**src/rtl/vga_timing_gen.sv**
```systemverilog
// Free-running VGA raster timing generator (counts, syncs, blanking).
// Define VGA_TIMING_FRAME_PULSE_EN to add the one-cycle frame_start output.
module vga_timing_gen #(
  parameter int H_ACTIVE  = 1024,
  parameter int H_FP      = 24,
  parameter int H_SYNC    = 136,
  parameter int H_BP      = 160,
  parameter int V_ACTIVE  = 768,
  parameter int V_FP      = 3,
  parameter int V_SYNC    = 6,
  parameter int V_BP      = 29,
  parameter bit HSYNC_POL = 1'b0,
  parameter bit VSYNC_POL = 1'b0
) (
  input  logic        pclk,
  input  logic        rst,
  output logic [10:0] hcount_out,
  output logic [10:0] vcount_out,
  output logic        hsync_out,
  output logic        vsync_out,
  output logic        hblnk_out,
  output logic        vblnk_out
`ifdef VGA_TIMING_FRAME_PULSE_EN
  ,
  output logic        frame_start
`endif
);

  localparam int H_TOTAL = H_ACTIVE + H_FP + H_SYNC + H_BP;
  localparam int V_TOTAL = V_ACTIVE + V_FP + V_SYNC + V_BP;

  localparam logic [10:0] H_LAST = 11'(H_TOTAL - 1);
  localparam logic [10:0] V_LAST = 11'(V_TOTAL - 1);

  // 12-bit bounds so a window ending at 2048 still compares correctly
  localparam logic [11:0] H_ACT = 12'(H_ACTIVE);
  localparam logic [11:0] H_SS  = 12'(H_ACTIVE + H_FP);
  localparam logic [11:0] H_SE  = 12'(H_ACTIVE + H_FP + H_SYNC);
  localparam logic [11:0] V_ACT = 12'(V_ACTIVE);
  localparam logic [11:0] V_SS  = 12'(V_ACTIVE + V_FP);
  localparam logic [11:0] V_SE  = 12'(V_ACTIVE + V_FP + V_SYNC);

  if (H_TOTAL > 2048 || V_TOTAL > 2048) begin : g_bad_totals
    $error("vga_timing_gen: totals exceed 2048");
  end

  logic [10:0] hcount_q, hcount_d;
  logic [10:0] vcount_q, vcount_d;
  logic        hsync_q, hsync_d;
  logic        vsync_q, vsync_d;
  logic        hblnk_q, hblnk_d;
  logic        vblnk_q, vblnk_d;
  logic        h_wrap;
  logic        v_wrap;
  logic [11:0] hext;
  logic [11:0] vext;

  // Flags decode the next counts so they register in step with them
  always_comb begin
    h_wrap   = (hcount_q == H_LAST);
    v_wrap   = (vcount_q == V_LAST);
    hcount_d = h_wrap ? 11'd0 : hcount_q + 11'd1;
    vcount_d = vcount_q;
    if (h_wrap) begin
      vcount_d = v_wrap ? 11'd0 : vcount_q + 11'd1;
    end
    hext    = {1'b0, hcount_d};
    vext    = {1'b0, vcount_d};
    hblnk_d = (hext >= H_ACT);
    vblnk_d = (vext >= V_ACT);
    hsync_d = ((hext >= H_SS) && (hext < H_SE)) ? HSYNC_POL : ~HSYNC_POL;
    vsync_d = ((vext >= V_SS) && (vext < V_SE)) ? VSYNC_POL : ~VSYNC_POL;
  end

  always_ff @(posedge pclk or negedge rst) begin
    if (!rst) begin
      hcount_q <= '0;
      vcount_q <= '0;
      hsync_q  <= ~HSYNC_POL;
      vsync_q  <= ~VSYNC_POL;
      hblnk_q  <= 1'b0;
      vblnk_q  <= 1'b0;
    end else begin
      hcount_q <= hcount_d;
      vcount_q <= vcount_d;
      hsync_q  <= hsync_d;
      vsync_q  <= vsync_d;
      hblnk_q  <= hblnk_d;
      vblnk_q  <= vblnk_d;
    end
  end

  assign hcount_out = hcount_q;
  assign vcount_out = vcount_q;
  assign hsync_out  = hsync_q;
  assign vsync_out  = vsync_q;
  assign hblnk_out  = hblnk_q;
  assign vblnk_out  = vblnk_q;

`ifdef VGA_TIMING_FRAME_PULSE_EN
  logic frame_q, frame_d;

  // Only a true frame wrap pulses; the post-reset (0,0) does not
  always_comb begin
    frame_d = h_wrap & v_wrap;
  end

  always_ff @(posedge pclk or negedge rst) begin
    if (!rst) begin
      frame_q <= 1'b0;
    end else begin
      frame_q <= frame_d;
    end
  end

  assign frame_start = frame_q;
`endif

endmodule

```
**config.mk**
```make
export PLATFORM = sky130hd
export DESIGN_NAME = vga_timing_gen
export DESIGN_NICKNAME = d
export VERILOG_FILES = /design/src/rtl/vga_timing_gen.sv
export SDC_FILE = /design/constraint.sdc
export NUM_CORES = 1
export LEC_CHECK = 0
export BUFFER_PORTS_ARGS = -buffer_cell sky130_fd_sc_hd__buf_2
export CELL_PAD_IN_SITES_DETAIL_PLACEMENT = 0
export CELL_PAD_IN_SITES_GLOBAL_PLACEMENT = 2
export CORE_MARGIN = 2
export CORE_UTILIZATION = 33
export DETAILED_ROUTE_END_ITERATION = 10
export PLACE_DENSITY = 0.88
export SKIP_CTS_REPAIR_TIMING = 1
export SLEW_MARGIN = 20
export SYNTH_ARGS = -nofsm -noshare
export SYNTH_HDL_FRONTEND = slang
export SYNTH_SLANG_ARGS = --single-unit
```
**constraint.sdc**
```tcl
create_clock -name pclk -period 2.1 [get_ports pclk]
set_input_delay 0.21 -clock pclk [delete_from_list [all_inputs] [get_ports pclk]]
set_output_delay 0.21 -clock pclk [all_outputs]
set_load 0.02 [all_outputs]
```
==> impl_metrics.yaml <==
outcome:
  status: "finished clean"
layout:
  fin_nets: 202
  fin_area_um2: 1820
  areaGrowthSynthToFinish_pct: 21.4
  seqCellArea_um2: 628
  fillers: 434
  n_antenna_cell: 0
  multi_input_area_um2: 812
  final_layout_size_suffix_gt1_frac: 0.276
  utilization: 0.418
  final_cell_count_no_fill: 248
global_routing:
  grt_usage: 0.153
  overflow: 0
  grt_pass1_vias: 1327
  grt_antenna_before_repair: 0
  grt_pass1_wl_um: 6250
  grt_max_degree: 26
logic_synthesis:
  yosysSeqAreaShare: 0.419
  yosys.area.top_type_share: 0.384
  syn_inst: 159
  synth_seq_cells: 25
  synth.area.top_cells: "dfrtp_1 38%, xnor2_1 4.7%, o21ai_0 3.7%, dfstp_2 3.5%, nor2_1 3.5%"
  syn_area_per_cell_um2: 9.43
  synth_cell_types: 42
  synth_top_cell_by_area: "dfrtp_1"
  synth_ff_type: "dfrtp_1"
  postSynth.asyncResetShare: 1.00
  synth_enable_flop_cells: 0
  synthesis.area_um2: 1500
  syn-num-nets: 164
  ys_warn_count: 0
sta:
  fin_ws_ps: 151
  hold_ws_ps: 455
  worst_slew_pin_slew_ps: 583
  fin_crit_ps: 1950
  fin_setup_tns_ps: 0
  slew_viol_final: 0
  fmax_mhz: 513
  slew_headroom: 0.611
  finalHoldViolations: 0
  setup_violations: 0
  rsz0062_at_grt: "no"
  fin_crit_sh: 0.928
  fin_skew_ps: 10.5
floorplanning:
  fp-row-count: 24
  die_h_um: 71.4
  start_util: 0.344
  coreArea_um2: 4350
  pin_count: 28
  die_w_um: 71.4
  die_area_um2: 5100
hold_path:
  worstHoldPathType: "in -> async"
routing:
  drc: 0
  vias_per_cell: 5.42
  dr_total_vias: 1344
  drtAntennaViolNets: 0
  drt-initial-drc-count: 87
  drtPass1Iterations: 4
  avgRoutedWirePerCell_um: 14.5
  routed_wl_um: 3580
place:
  dp_hpwl_um: 2700
  pre_cts_ws_ps: 182
  portBuffers: 27
  place_area_um2: 1760
  place_inst: 243
  gp_congestion: 0.816
worst_setup_path:
  worstPathArrival_ps: 2130
  start_kind: "register"
  critPathKind: "reg -> reg"
  critPathRequiredTime_ps: 2280
  rr_worst_depth: 7
  path_max_fanout: 7
  cp-end-kind: "register"
power:
  leakage_nw: 0.852
  power.total_mw: 0.792
  p_per_area_nw_per_um2: 435
  vdd.ir_drop.worst_mv: 0.284
cts:
  cts.sinks: 25
  clockBufferDepth: 2
  cts_buffers: 3
  clockRootBuffer: "clkbuf_8"
  cts_tree: "yes"
  htreeDepth: 1
  clock_latency_ps: 280
  clk_pin_slew_ps: 100
run:
  max_cap_viol_count: 0
power by group:
part,switching (mW),total (mW),internal [mW],leakage [nW]
clock network,0.164,0.299,0.135,0.0217
registers,0,0.481,0.481,0.328
logic,0.00962,0.0115,0.00187,0.502
logic make-up (layout without fill, tap and decap cells):
group                      Yosys count  after routing  synth area share
AOI/OAI and AO/OA                   37             37             0.164
and+or+nand+nor                     68             68             0.270
buffers and inverters               13             50            0.0401
xor gates and xnor gates            13             13            0.0810
adders and majority gates            3              3            0.0250
DFF                                 25             25             0.419
path summary, 6_finish.rpt:
kind | to | startpoint | slack, ps
max | vsync_out | hcount_out[0] | 150
min | hcount_out[9] | rst | 450
max reg2reg | vsync_out | hcount_out[0] | 150
min reg2reg | hcount_out[0] | hcount_out[0] | 490
max in group asynchronous | vcount_out[6] | rst | 1250
min in group pclk | hcount_out[0] | hcount_out[0] | 490
sequential cells by signal, indices dropped and copies added (netlist names):
signal,cells
hblnk_out,1
hcount_out,10
hsync_out,1
vblnk_out,1
vcount_out,11
vsync_out,1
cell type report:
class | count | area share
Clock buffer | 3 | 0.0227
Multi-Input combinational cell | 121 | 0.446
Clock inverter | 1 | 0.00413
Tap cell | 52 | 0.0358
Timing Repair Buffer | 42 | 0.138
Sequential cell | 25 | 0.345
Inverter | 4 | 0.00825
cell usage after synthesis (all sizes together) (2+ instances only):
| library cell | count |
|---|---|
| nor2 | 14 |
| o41ai | 2 |
| and4 | 3 |
| nand4 | 4 |
| and2 | 5 |
| ha | 3 |
| nand3b | 2 |
| xnor2 | 9 |
| inv | 4 |
| nand3 | 6 |
| nor2b | 3 |
| a31oi | 2 |
| o211ai | 2 |
| and3 | 7 |
| o31ai | 4 |
| nand2b | 2 |
| dfstp | 2 |
| dfrtp | 23 |
| xor2 | 4 |
| or3 | 3 |
| nor4b | 3 |
| clkbuf | 2 |
| nand2 | 11 |
| a21oi | 10 |
| o21ai | 13 |
| buf | 7 |
| or2 | 2 |
cell usage in the layout, fill, tap and decap left out, types with 3 or more instances in the layout:
cell and count:
and3_1 7, nand2_1 11, xnor2_1 8, buf_2 27
xor2_1 4, buf_4 14, nand3_1 6, nor2b_1 3
clkbuf_8 3, a21oi_1 10, inv_1 4, nor2_1 14
ha_1 3, dfrtp_1 23, or3_1 3, and2_1 5
o31ai_1 4, nand4_1 3, o21ai_0 11
worst max-delay path, cell delays in order, from the launching register on:
cell,delay [ps]
dfrtp_1,420
ha_1,240
and2_1,200
and4_2,290
or3_1,310
o21ai_0,90
and3_1,170
o2111ai_1,130
layer usage:
layer  global-route usage  part of all wire  vias to the layer above
met5                    0                 0                        -
met4               0.0566             0.012                        0
met3               0.0295             0.057                        6
met2                0.252              0.49                       51
met1                0.198              0.44                      640
li1                     -                 -                      647
Note: power is estimated with default switching activity, not from simulation.
